===== src/rtl/ps2_pkg.sv =====
// Shared constants, word layout and frame-check helper for the PS/2 keyboard receiver.
package ps2_pkg;
  localparam int         FRAME_BITS    = 11;
  localparam logic [7:0] RELEASE_CODE  = 8'hF0;
  localparam logic [7:0] EXTENDED_CODE = 8'hE0;
  localparam int         ERR_BIT       = 10;
  localparam int         EXT_BIT       = 9;
  localparam int         REL_BIT       = 8;

  typedef struct packed {
    logic       err;
    logic       ext;
    logic       rel;
    logic [7:0] code;
  } ps2_word_t;

  // Frame layout LSB-first: [0]=start, [8:1]=data, [9]=odd parity, [10]=stop.
  function automatic logic frame_bad(input logic [FRAME_BITS-1:0] frame);
    return frame[0] | ~frame[10] | ~(^frame[9:1]);
  endfunction
endpackage


===== src/rtl/ps2_sync_fifo.sv =====
// Generic first-word-fall-through FIFO; a push into a full FIFO is accepted only with a pop.
module ps2_sync_fifo #(
  parameter int WIDTH = 11,
  parameter int DEPTH = 8
) (
  input  logic                   clk,
  input  logic                   rst,
  input  logic                   push,
  input  logic [WIDTH-1:0]       wr_data,
  input  logic                   pop,
  output logic [WIDTH-1:0]       rd_data,
  output logic                   full,
  output logic                   empty,
  output logic [$clog2(DEPTH):0] count
);
  localparam int AW = $clog2(DEPTH);

  logic [WIDTH-1:0] mem_r [DEPTH];
  logic [AW-1:0]    wr_ptr_r;
  logic [AW-1:0]    rd_ptr_r;
  logic [AW:0]      count_r;
  logic             push_ok_s;
  logic             pop_ok_s;

  assign empty     = (count_r == (AW+1)'(0));
  assign full      = (count_r == (AW+1)'(DEPTH));
  assign pop_ok_s  = pop & ~empty;
  assign push_ok_s = push & (~full | pop_ok_s);
  assign rd_data   = mem_r[rd_ptr_r];
  assign count     = count_r;

  // Storage, pointers and occupancy.
  always_ff @(posedge clk or posedge rst) begin
    if (rst) begin
      for (int i = 0; i < DEPTH; i++) mem_r[i] <= '0;
      wr_ptr_r <= '0;
      rd_ptr_r <= '0;
      count_r  <= '0;
    end else begin
      if (push_ok_s) begin
        mem_r[wr_ptr_r] <= wr_data;
        wr_ptr_r        <= wr_ptr_r + AW'(1);
      end
      if (pop_ok_s) rd_ptr_r <= rd_ptr_r + AW'(1);
      case ({push_ok_s, pop_ok_s})
        2'b10:   count_r <= count_r + (AW+1)'(1);
        2'b01:   count_r <= count_r - (AW+1)'(1);
        default: count_r <= count_r;
      endcase
    end
  end
endmodule


===== src/rtl/ps2_kbd_rx_fifo.sv =====
// PS/2 keyboard receiver: synchronises the pins, deserialises frames, folds E0/F0
// prefixes into flags and queues one tagged word per key event.
module ps2_kbd_rx_fifo #(
  parameter int CLK_HZ      = 50_000_000,
  parameter int TIMEOUT_US  = 120,
  parameter int FIFO_DEPTH  = 8,
  parameter int SYNC_STAGES = 2,
  parameter int DROP_ERR    = 1
) (
  input  logic                        clk,
  input  logic                        rst,
  input  logic                        ps2_clk,
  input  logic                        ps2_data,
  input  logic                        rd_en,
  output logic                        rd_valid,
  output logic [10:0]                 rd_data,
  output logic [$clog2(FIFO_DEPTH):0] count,
  output logic                        overflow,
  input  logic                        clr_ovf
);
  import ps2_pkg::*;

  localparam int TMAX = CLK_HZ / 1_000_000 * TIMEOUT_US;
  localparam int TW   = $clog2(TMAX + 1);

  logic [SYNC_STAGES-1:0] clk_sync_r;
  logic [SYNC_STAGES-1:0] data_sync_r;
  logic                   clk_prev_r;
  logic [TW-1:0]          timer_r;
  logic [3:0]             bit_cnt_r;
  logic [FRAME_BITS-1:0]  shift_r;
  logic                   ext_r;
  logic                   rel_r;
  logic                   overflow_r;

  logic       clk_s, fall_s, edge_s, timeout_s, frame_done_s, frm_err_s;
  logic [7:0] code_s;
  logic       push_s, pop_s, full_s, empty_s;
  ps2_word_t  word_s;

  assign clk_s        = clk_sync_r[SYNC_STAGES-1];
  assign fall_s       = clk_prev_r & ~clk_s;
  assign edge_s       = clk_prev_r ^ clk_s;
  assign timeout_s    = (timer_r == TW'(TMAX));
  assign frame_done_s = (bit_cnt_r == 4'(FRAME_BITS));
  assign frm_err_s    = frame_bad(shift_r);
  assign code_s       = shift_r[8:1];
  assign pop_s        = rd_en & ~empty_s;

  // Word to queue and whether this finished frame produces one.
  always_comb begin
    push_s = 1'b0;
    word_s = '{err: frm_err_s, ext: ext_r, rel: rel_r, code: code_s};
    if (frame_done_s) begin
      if (frm_err_s) push_s = (DROP_ERR == 0);
      else           push_s = (code_s != EXTENDED_CODE) && (code_s != RELEASE_CODE);
    end else begin
      push_s = 1'b0;
    end
  end

  // Pin synchronisers, inactivity timer, frame shifter and prefix flags.
  always_ff @(posedge clk or posedge rst) begin
    if (rst) begin
      clk_sync_r  <= '1;
      data_sync_r <= '1;
      clk_prev_r  <= 1'b1;
      timer_r     <= '0;
      bit_cnt_r   <= 4'd0;
      shift_r     <= '0;
      ext_r       <= 1'b0;
      rel_r       <= 1'b0;
    end else begin
      clk_sync_r  <= {clk_sync_r[SYNC_STAGES-2:0], ps2_clk};
      data_sync_r <= {data_sync_r[SYNC_STAGES-2:0], ps2_data};
      clk_prev_r  <= clk_s;

      if (edge_s)          timer_r <= '0;
      else if (!timeout_s) timer_r <= timer_r + TW'(1);
      else                 timer_r <= timer_r;

      // A stale partial frame or a just-checked frame restarts the count from this bit.
      if (fall_s) begin
        shift_r   <= {data_sync_r[SYNC_STAGES-1], shift_r[FRAME_BITS-1:1]};
        bit_cnt_r <= (frame_done_s || timeout_s) ? 4'd1 : bit_cnt_r + 4'd1;
      end else if (frame_done_s || timeout_s) begin
        bit_cnt_r <= 4'd0;
      end else begin
        bit_cnt_r <= bit_cnt_r;
      end

      if (frame_done_s) begin
        if (frm_err_s) begin
          ext_r <= 1'b0;
          rel_r <= 1'b0;
        end else if (code_s == EXTENDED_CODE) begin
          ext_r <= 1'b1;
        end else if (code_s == RELEASE_CODE) begin
          rel_r <= 1'b1;
        end else begin
          ext_r <= 1'b0;
          rel_r <= 1'b0;
        end
      end
    end
  end

  // Sticky overflow; a new drop wins over a simultaneous clear.
  always_ff @(posedge clk or posedge rst) begin
    if (rst)                           overflow_r <= 1'b0;
    else if (push_s && full_s && !pop_s) overflow_r <= 1'b1;
    else if (clr_ovf)                  overflow_r <= 1'b0;
    else                               overflow_r <= overflow_r;
  end

  ps2_sync_fifo #(.WIDTH(FRAME_BITS), .DEPTH(FIFO_DEPTH)) u_fifo (
    .clk     (clk),
    .rst     (rst),
    .push    (push_s),
    .wr_data (word_s),
    .pop     (pop_s),
    .rd_data (rd_data),
    .full    (full_s),
    .empty   (empty_s),
    .count   (count)
  );

  assign rd_valid = ~empty_s;
  assign overflow = overflow_r;
endmodule


===== config.mk =====
export PLATFORM = sky130hd
export DESIGN_NAME = ps2_kbd_rx_fifo
export DESIGN_NICKNAME = d
export VERILOG_FILES = /design/src/rtl/ps2_pkg.sv /design/src/rtl/ps2_sync_fifo.sv /design/src/rtl/ps2_kbd_rx_fifo.sv
export SDC_FILE = /design/constraint.sdc
export NUM_CORES = 1
export LEC_CHECK = 0
export ABC_AREA = 1
export CAP_MARGIN = 20
export CORE_MARGIN = 2
export CORE_UTILIZATION = 55
export CTS_CLUSTER_DIAMETER = 120
export DETAILED_ROUTE_END_ITERATION = 10
export GPL_ROUTABILITY_DRIVEN = 0
export PLACE_DENSITY = 0.69
export SLEW_MARGIN = 20
export SYNTH_ARGS = -nofsm -noshare
export SYNTH_HDL_FRONTEND = slang
export SYNTH_HIERARCHICAL = 1
export SYNTH_SLANG_ARGS = --single-unit

===== constraint.sdc =====
create_clock -name clk -period 3.6 [get_ports clk]
set_input_delay 0.36 -clock clk [delete_from_list [all_inputs] [get_ports clk]]
set_output_delay 0.36 -clock clk [all_outputs]
set_load 0.05 [all_outputs]

# Yosys cells after proc, flatten, opt, wreduce, memory -nomap -nowiden
# Cells that the tools add are included.
[op_classes]
addsub = 6
multipliers = 0
n_div = 0
order_cmp = 3
n_eq_ne = 12
n_shift = 0
muxes = 22
bitwise_logic = 15
n_reduce_logical = 13
[ops]
columns = ["cell", "n"]
rows = [
  ["88-bit bitwise mux", 1],
  ["11-bit binary-select mux with 3-bit select", 1],
  ["11-bit demux with 3-bit select", 1],
  ["11-bit two-way mux", 3],
  ["13-bit two-way mux", 2],
  ["8-bit == test (second input constant)", 2],
  ["8-bit inequality test (second input constant)", 2],
  ["13-bit by 1-bit adder with 13-bit output (second input constant)", 1],
  ["13-bit == test (second input constant)", 1],
  ["4-bit two-way mux", 3],
  ["1-bit two-way mux", 10],
  ["9-bit XOR reduction", 1],
  ["4-bit by 1-bit adder with 4-bit output (second input constant)", 2],
  ["4-bit == test (second input constant)", 2],
  ["4-bit greater-or-equal comparator (second input constant)", 2],
  ["3-bit NOT with 4-bit output", 2],
  ["4-bit case mux with 2 select lines", 1],
  ["3-bit by 1-bit adder with 3-bit output (second input constant)", 2],
  ["2-bit nonzero test", 3],
  ["1-bit NOT", 5],
  ["1-bit AND", 4],
  ["1-bit logical AND", 4],
  ["4-bit zero test", 1],
  ["4-bit by 1-bit less-than comparator with 1-bit output (second input constant)", 1],
  ["10 further kinds", 14],
]
[totals]
ff_bits = 134
latchBits = 0
mem_bits_rw = 0
romBits = 0
input_bits = 6
out_inout_bits = 17
wordCells = 91
memories = 0

# Longest topological paths before layout
[logic_depth]
depth_word = 8
ltp_mapped = 22
ltp_nobuf = 20

# Hierarchy
# The synthesis kept the hierarchy.
[by_module_without_submodules]
columns = ["module", "n_inst", "cells_each", "area_each_um2", "seq_area_each_um2"]
rows = [
  ["ps2_sync_fifo", 1, 697, 5212.5, 2452.4],
  ["ps2_kbd_rx_fifo", 1, 211, 1784.2, 907.1],
]

# Least setup slack after synthesis
# OpenSTA, ideal clock, no wires.
[synth_timing]
path_type = "register to register"
startpoint = "register shift_r[5]"
endpoint = "register u_fifo.count_r[3], in the netlist u_fifo/count[3]"
setup_time_ps = 118
arrival_ps = 2689
required_ps = 3482
slack_ps = 793
stages_incl_launch_ff = 20
path_buffers = 2
synth_period_minus_slack_ps = 2807
cell_sequence = "dfrtp_1 > inv_1 > ha_1 > inv_1 > nand2_1 > nand3_1 > nand3_1 > nand2_1 > nand4_1 > inv_1 > buf_2 > buf_4 > nand2_2 > ha_1 > ha_1 > or2_2 > nand3_1 > nand2_1 > nand2_1 > nand2_1"
[synth_via]
elab_chain_len = 8
elab_cells_between_ends = 13
cone_classes = "4 x eq/ne; 3 x mux; 3 x bitwise; 3 x reduce/logical"
[synth_lines]
columns = ["element", "line_no", "text"]
rows = [
  ["start: declaration", "ps2_kbd_rx_fifo.sv:31", "logic [FRAME_BITS-1:0] shift_r;"],
  ["start signal: assignment", "ps2_kbd_rx_fifo.sv:84", "shift_r <= {data_sync_r[SYNC_STAGES-1], shift_r[FRAME_BITS-1:1]};"],
  ["9-bit XOR reduction", "ps2_pkg.sv:19", "return frame[0] | ~frame[10] | ~(^frame[9:1]);"],
  ["1-bit NOT", "ps2_pkg.sv:19", ""],
  ["1-bit bitwise OR", "ps2_pkg.sv:19", ""],
  ["1-bit two-way mux (*)", "ps2_kbd_rx_fifo.sv:55", "if (frm_err_s) push_s = (DROP_ERR == 0);"],
  ["1-bit two-way mux (*)", "ps2_kbd_rx_fifo.sv:54", "if (frame_done_s) begin"],
  ["named net push_s", "ps2_kbd_rx_fifo.sv:38", "logic push_s, pop_s, full_s, empty_s;"],
  ["1-bit AND (*)", "ps2_sync_fifo.sv:28", "assign push_ok_s = push & (~full | pop_ok_s);"],
  ["2-bit by 1-bit == test with 1-bit output or 2-bit == test (tied branches)", "ps2_sync_fifo.sv:45", "case ({push_ok_s, pop_ok_s})"],
  ["4-bit case mux with 2 select lines or 2-bit nonzero test (tied branches)", "-", ""],
  ["end signal: assignment", "ps2_sync_fifo.sv:46", "2'b10: count_r <= count_r + (AW+1)'(1);"],
  ["end signal: assignment", "ps2_sync_fifo.sv:47", "2'b01: count_r <= count_r - (AW+1)'(1);"],
  ["end signal: assignment", "ps2_sync_fifo.sv:48", "default: count_r <= count_r;"],
  ["end: declaration", "ps2_sync_fifo.sv:21", "logic [AW:0] count_r;"],
]
# Mark *: on every way through the listed nets, which the timed path passes. The rest lies on a longest branch.
# A chain may end at the register's enable or synchronous reset.

# Final worst setup path
# Same ends and word-level chain as after synthesis.

==> results.json <==
{
  "hold_viol_final": 0,
  "holdPathEnd": "clk_sync_r[0]",
  "most_common_cell_after_layout_fill_and_taps_aside": "nand2_1",
  "postCtsResizedCells": 0,
  "critical_path_start_type": "register",
  "regToRegSetupSlack_ns": 0.44,
  "end_kind": "register",
  "layout_min_cycle_time_ns": 3.16,
  "grt_pass1_wl_um": 29200,
  "final_clock_skew_ns": 0.00936,
  "worstPathMaxFanout": 11,
  "setup_repair_after_global_routing_missed_its_margin": "false",
  "std_cell_rows": 41,
  "dp.final_hpwl_um": 11600,
  "distinct_cell_type_count_of_the_synthesized_netlist": 33,
  "synthFlopType": "dfrtp_1",
  "clock-root-buffer": "clkbuf_16",
  "max-cap-violations": 0,
  "post_synth_inst_count": 908,
  "result_of_the_run": "completed",
  "post_synth_main_area_contributors": "dfrtp_1 46%, nand2_1 18%, nand4_1 8.5%, o21ai_0 4.3%, nor2_1 4.2%",
  "clkSinkCount": 134,
  "fmax_mhz": 317,
  "setup-violations-final": 0,
  "syn_nets": 929,
  "clock_latency_ns": 0.42,
  "slew-limit-headroom": 0.476,
  "synth.cell_area_um2": 7000,
  "synth.largest_area_cell": "dfrtp_1",
  "cts_made_buffers": 17,
  "num_antenna_cells": 0,
  "timing.hold.worst.start": "ps2_clk",
  "area_growth_pct": 13.9,
  "post-cts-setup-buffers": 0,
  "drt_first_iter_violations": 704,
  "final_layout_size_suffix_gt1_frac": 0.0961,
  "power_w": 0.00448,
  "pin_count_of_the_biggest_net_entering_global_routing": 97,
  "setup_total_negative_slack_ns": 0,
  "max_slew.worst_pin.slew_ns": 0.787,
  "post_synth.cell_area_avg_um2": 7.71,
  "clk_path_buf_depth": 2,
  "detail_route.vias_per_cell": 5.60,
  "portBuffers": 22,
  "finalCritPeriodShare": 0.876,
  "power.static_leakage_nw": 4.15,
  "grt_pass1_vias": 5874,
  "seq_area_frac_synth": 0.480,
  "initial_core_util": 0.559,
  "drv_slew": 0,
  "synth-warning-count": 6,
  "holdCritPathClass": "input port to register",
  "critical_path_class": "register to register",
  "cts_hold_buffers": 0,
  "num-nets-final": 934,
  "synthDominantCellAreaShare": 0.461,
  "post-route-drc-count": 0,
  "global_route.overflow_total": 0,
  "chipHeight_um": 117,
  "die-width_um": 117,
  "wl_per_cell_um": 16.2,
  "worst_r2r_startpoint": "shift_r[5]",
  "total_die_area_um2": 13600,
  "min_delay_path_depth": 1,
  "synth-edff-count": 0,
  "asyncSetResetFlopFracSynth": 1.00,
  "critical_path_required_ns": 3.92,
  "ant_nets": 0,
  "detailroute.via_count": 6149,
  "core_area_um2": 12500,
  "power-per-cell-area_nw_per_um2": 562,
  "vdd_drop_max_uv": 295,
  "drt_first_pass_iters": 5,
  "num_io_pins": 23,
  "tritoncts_clock_tree": "yes",
  "grt_use_total": 0.282,
  "synth-seq-cells": 134,
  "worst_r2r_path_depth": 18,
  "antenna_found_initial": 0,
  "final_cell_mix": "340 x nand2_1, 129 x dfrtp_1, 95 x nand4_1, 79 x nor2_1, 60 x o21ai_0",
  "path_clk_slew_ns": 0.06,
  "htree_levels": 4,
  "crit_arrival_ns": 3.47,
  "totalWireLength_um": 17700,
  "crit-reg2reg-capture": "u_fifo/count[3]"
}
==> logic make-up after synthesis <==
kind of cell | count (synthesis) | share of synthesized area
AO/OA/AOI/OAI | 81 | 0.0590
XOR/XNOR | 9 | 0.0113
adder cells (fa/ha/maj) | 15 | 0.0279
buffers and inverters | 117 | 0.0747
flip-flops | 134 | 0.480
AND/OR/NAND/NOR | 552 | 0.347
==> worst max-delay path, cell delays in order (launching register included) <==
cell and delay, ns:
dfrtp_1 0.58, inv_1 0.11, ha_1 0.35, inv_1 0.06, nand2_1 0.06, nand3_1 0.10
nand2_1 0.10, nand2_1 0.06, nand2_1 0.14, nand4_1 0.15, inv_2 0.12, nand2_2 0.10
ha_1 0.29, ha_1 0.31, or2_2 0.29, nand3_1 0.08, nand2_1 0.06, nand2_1 0.05
nand2_1 0.04
==> worst max-delay path by stage <==
stage	startpoint	endpoint	slack [ns]	depth (start not counted)
CTS	u_fifo/rd_ptr_r[1]	rd_data[5]	0.50	6
floorplan	rst	u_fifo/count[0]	0.68	1
detailed placement	shift_r[5]	u_fifo/count[3]	0.54	18
global route	shift_r[5]	u_fifo/count[3]	0.19	18
global placement	shift_r[5]	u_fifo/count[3]	0.67	18
finish	shift_r[5]	u_fifo/count[3]	0.44	18
==> routing by layer <==
layer | vias up | track usage | part of all wire
li1 | 2976 | - | -
met1 | 2919 | 0.383 | 0.44
met2 | 221 | 0.436 | 0.47
met3 | 33 | 0.0762 | 0.065
met4 | 0 | 0.109 | 0.026
met5 | - | 0 | 0
==> Yosys cell counts, types with 6 or more instances <==
master	n
a21oi_1	10
buf_2	32
clkbuf_1	12
clkbuf_2	11
dfrtp_1	129
ha_1	14
inv_1	46
inv_2	6
nand2_1	340
nand3_1	18
nand4_1	95
nor2_1	79
o21ai_0	60
o21ai_1	8
==> area by class of cell <==
cell class,instances,area (µm²)
Clock inverter,13,155
Fill cell,1112,4550
Tap cell,172,215
Clock buffer,19,453
Inverter,52,198
Timing Repair Buffer,51,475
Sequential cell,134,3360
Multi-Input combinational cell,657,3110
==> sequential cells by signal, summed over array words and instances, names as in the netlist, 2 cells and up <==
signal	flops
bit_cnt_r	4
clk_sync_r	2
data_sync_r	2
shift_r	11
timer_r	13
u_fifo/count	4
u_fifo/mem_r	88
u_fifo/rd_ptr_r	3
u_fifo/wr_ptr_r	3
==> power breakdown <==
part	internal [W]	total [W]	switching, W	leakage (nW)
registers	0.00159	0.00168	0.0000880	1.83
logic	0.000309	0.00104	0.000731	2.02
clock network	0.00112	0.00176	0.000642	0.295
total	0.00302	0.00448	0.00146	4.15
==> through the flow <==
stage	instances	utilization	hold slack, ns	worst slack (ns)	instance area [µm²]
floorplan	908	-	0.345	0.678	7000
global placement	1066	0.588	0.346	0.674	7360
detailed placement	1066	0.588	0.349	0.536	7360
CTS	1098	0.637	0.329	0.497	7970
global route	1098	0.637	0.336	0.191	7970
finish	1098	0.637	0.344	0.445	7970
(Power assumes the default switching activity.)
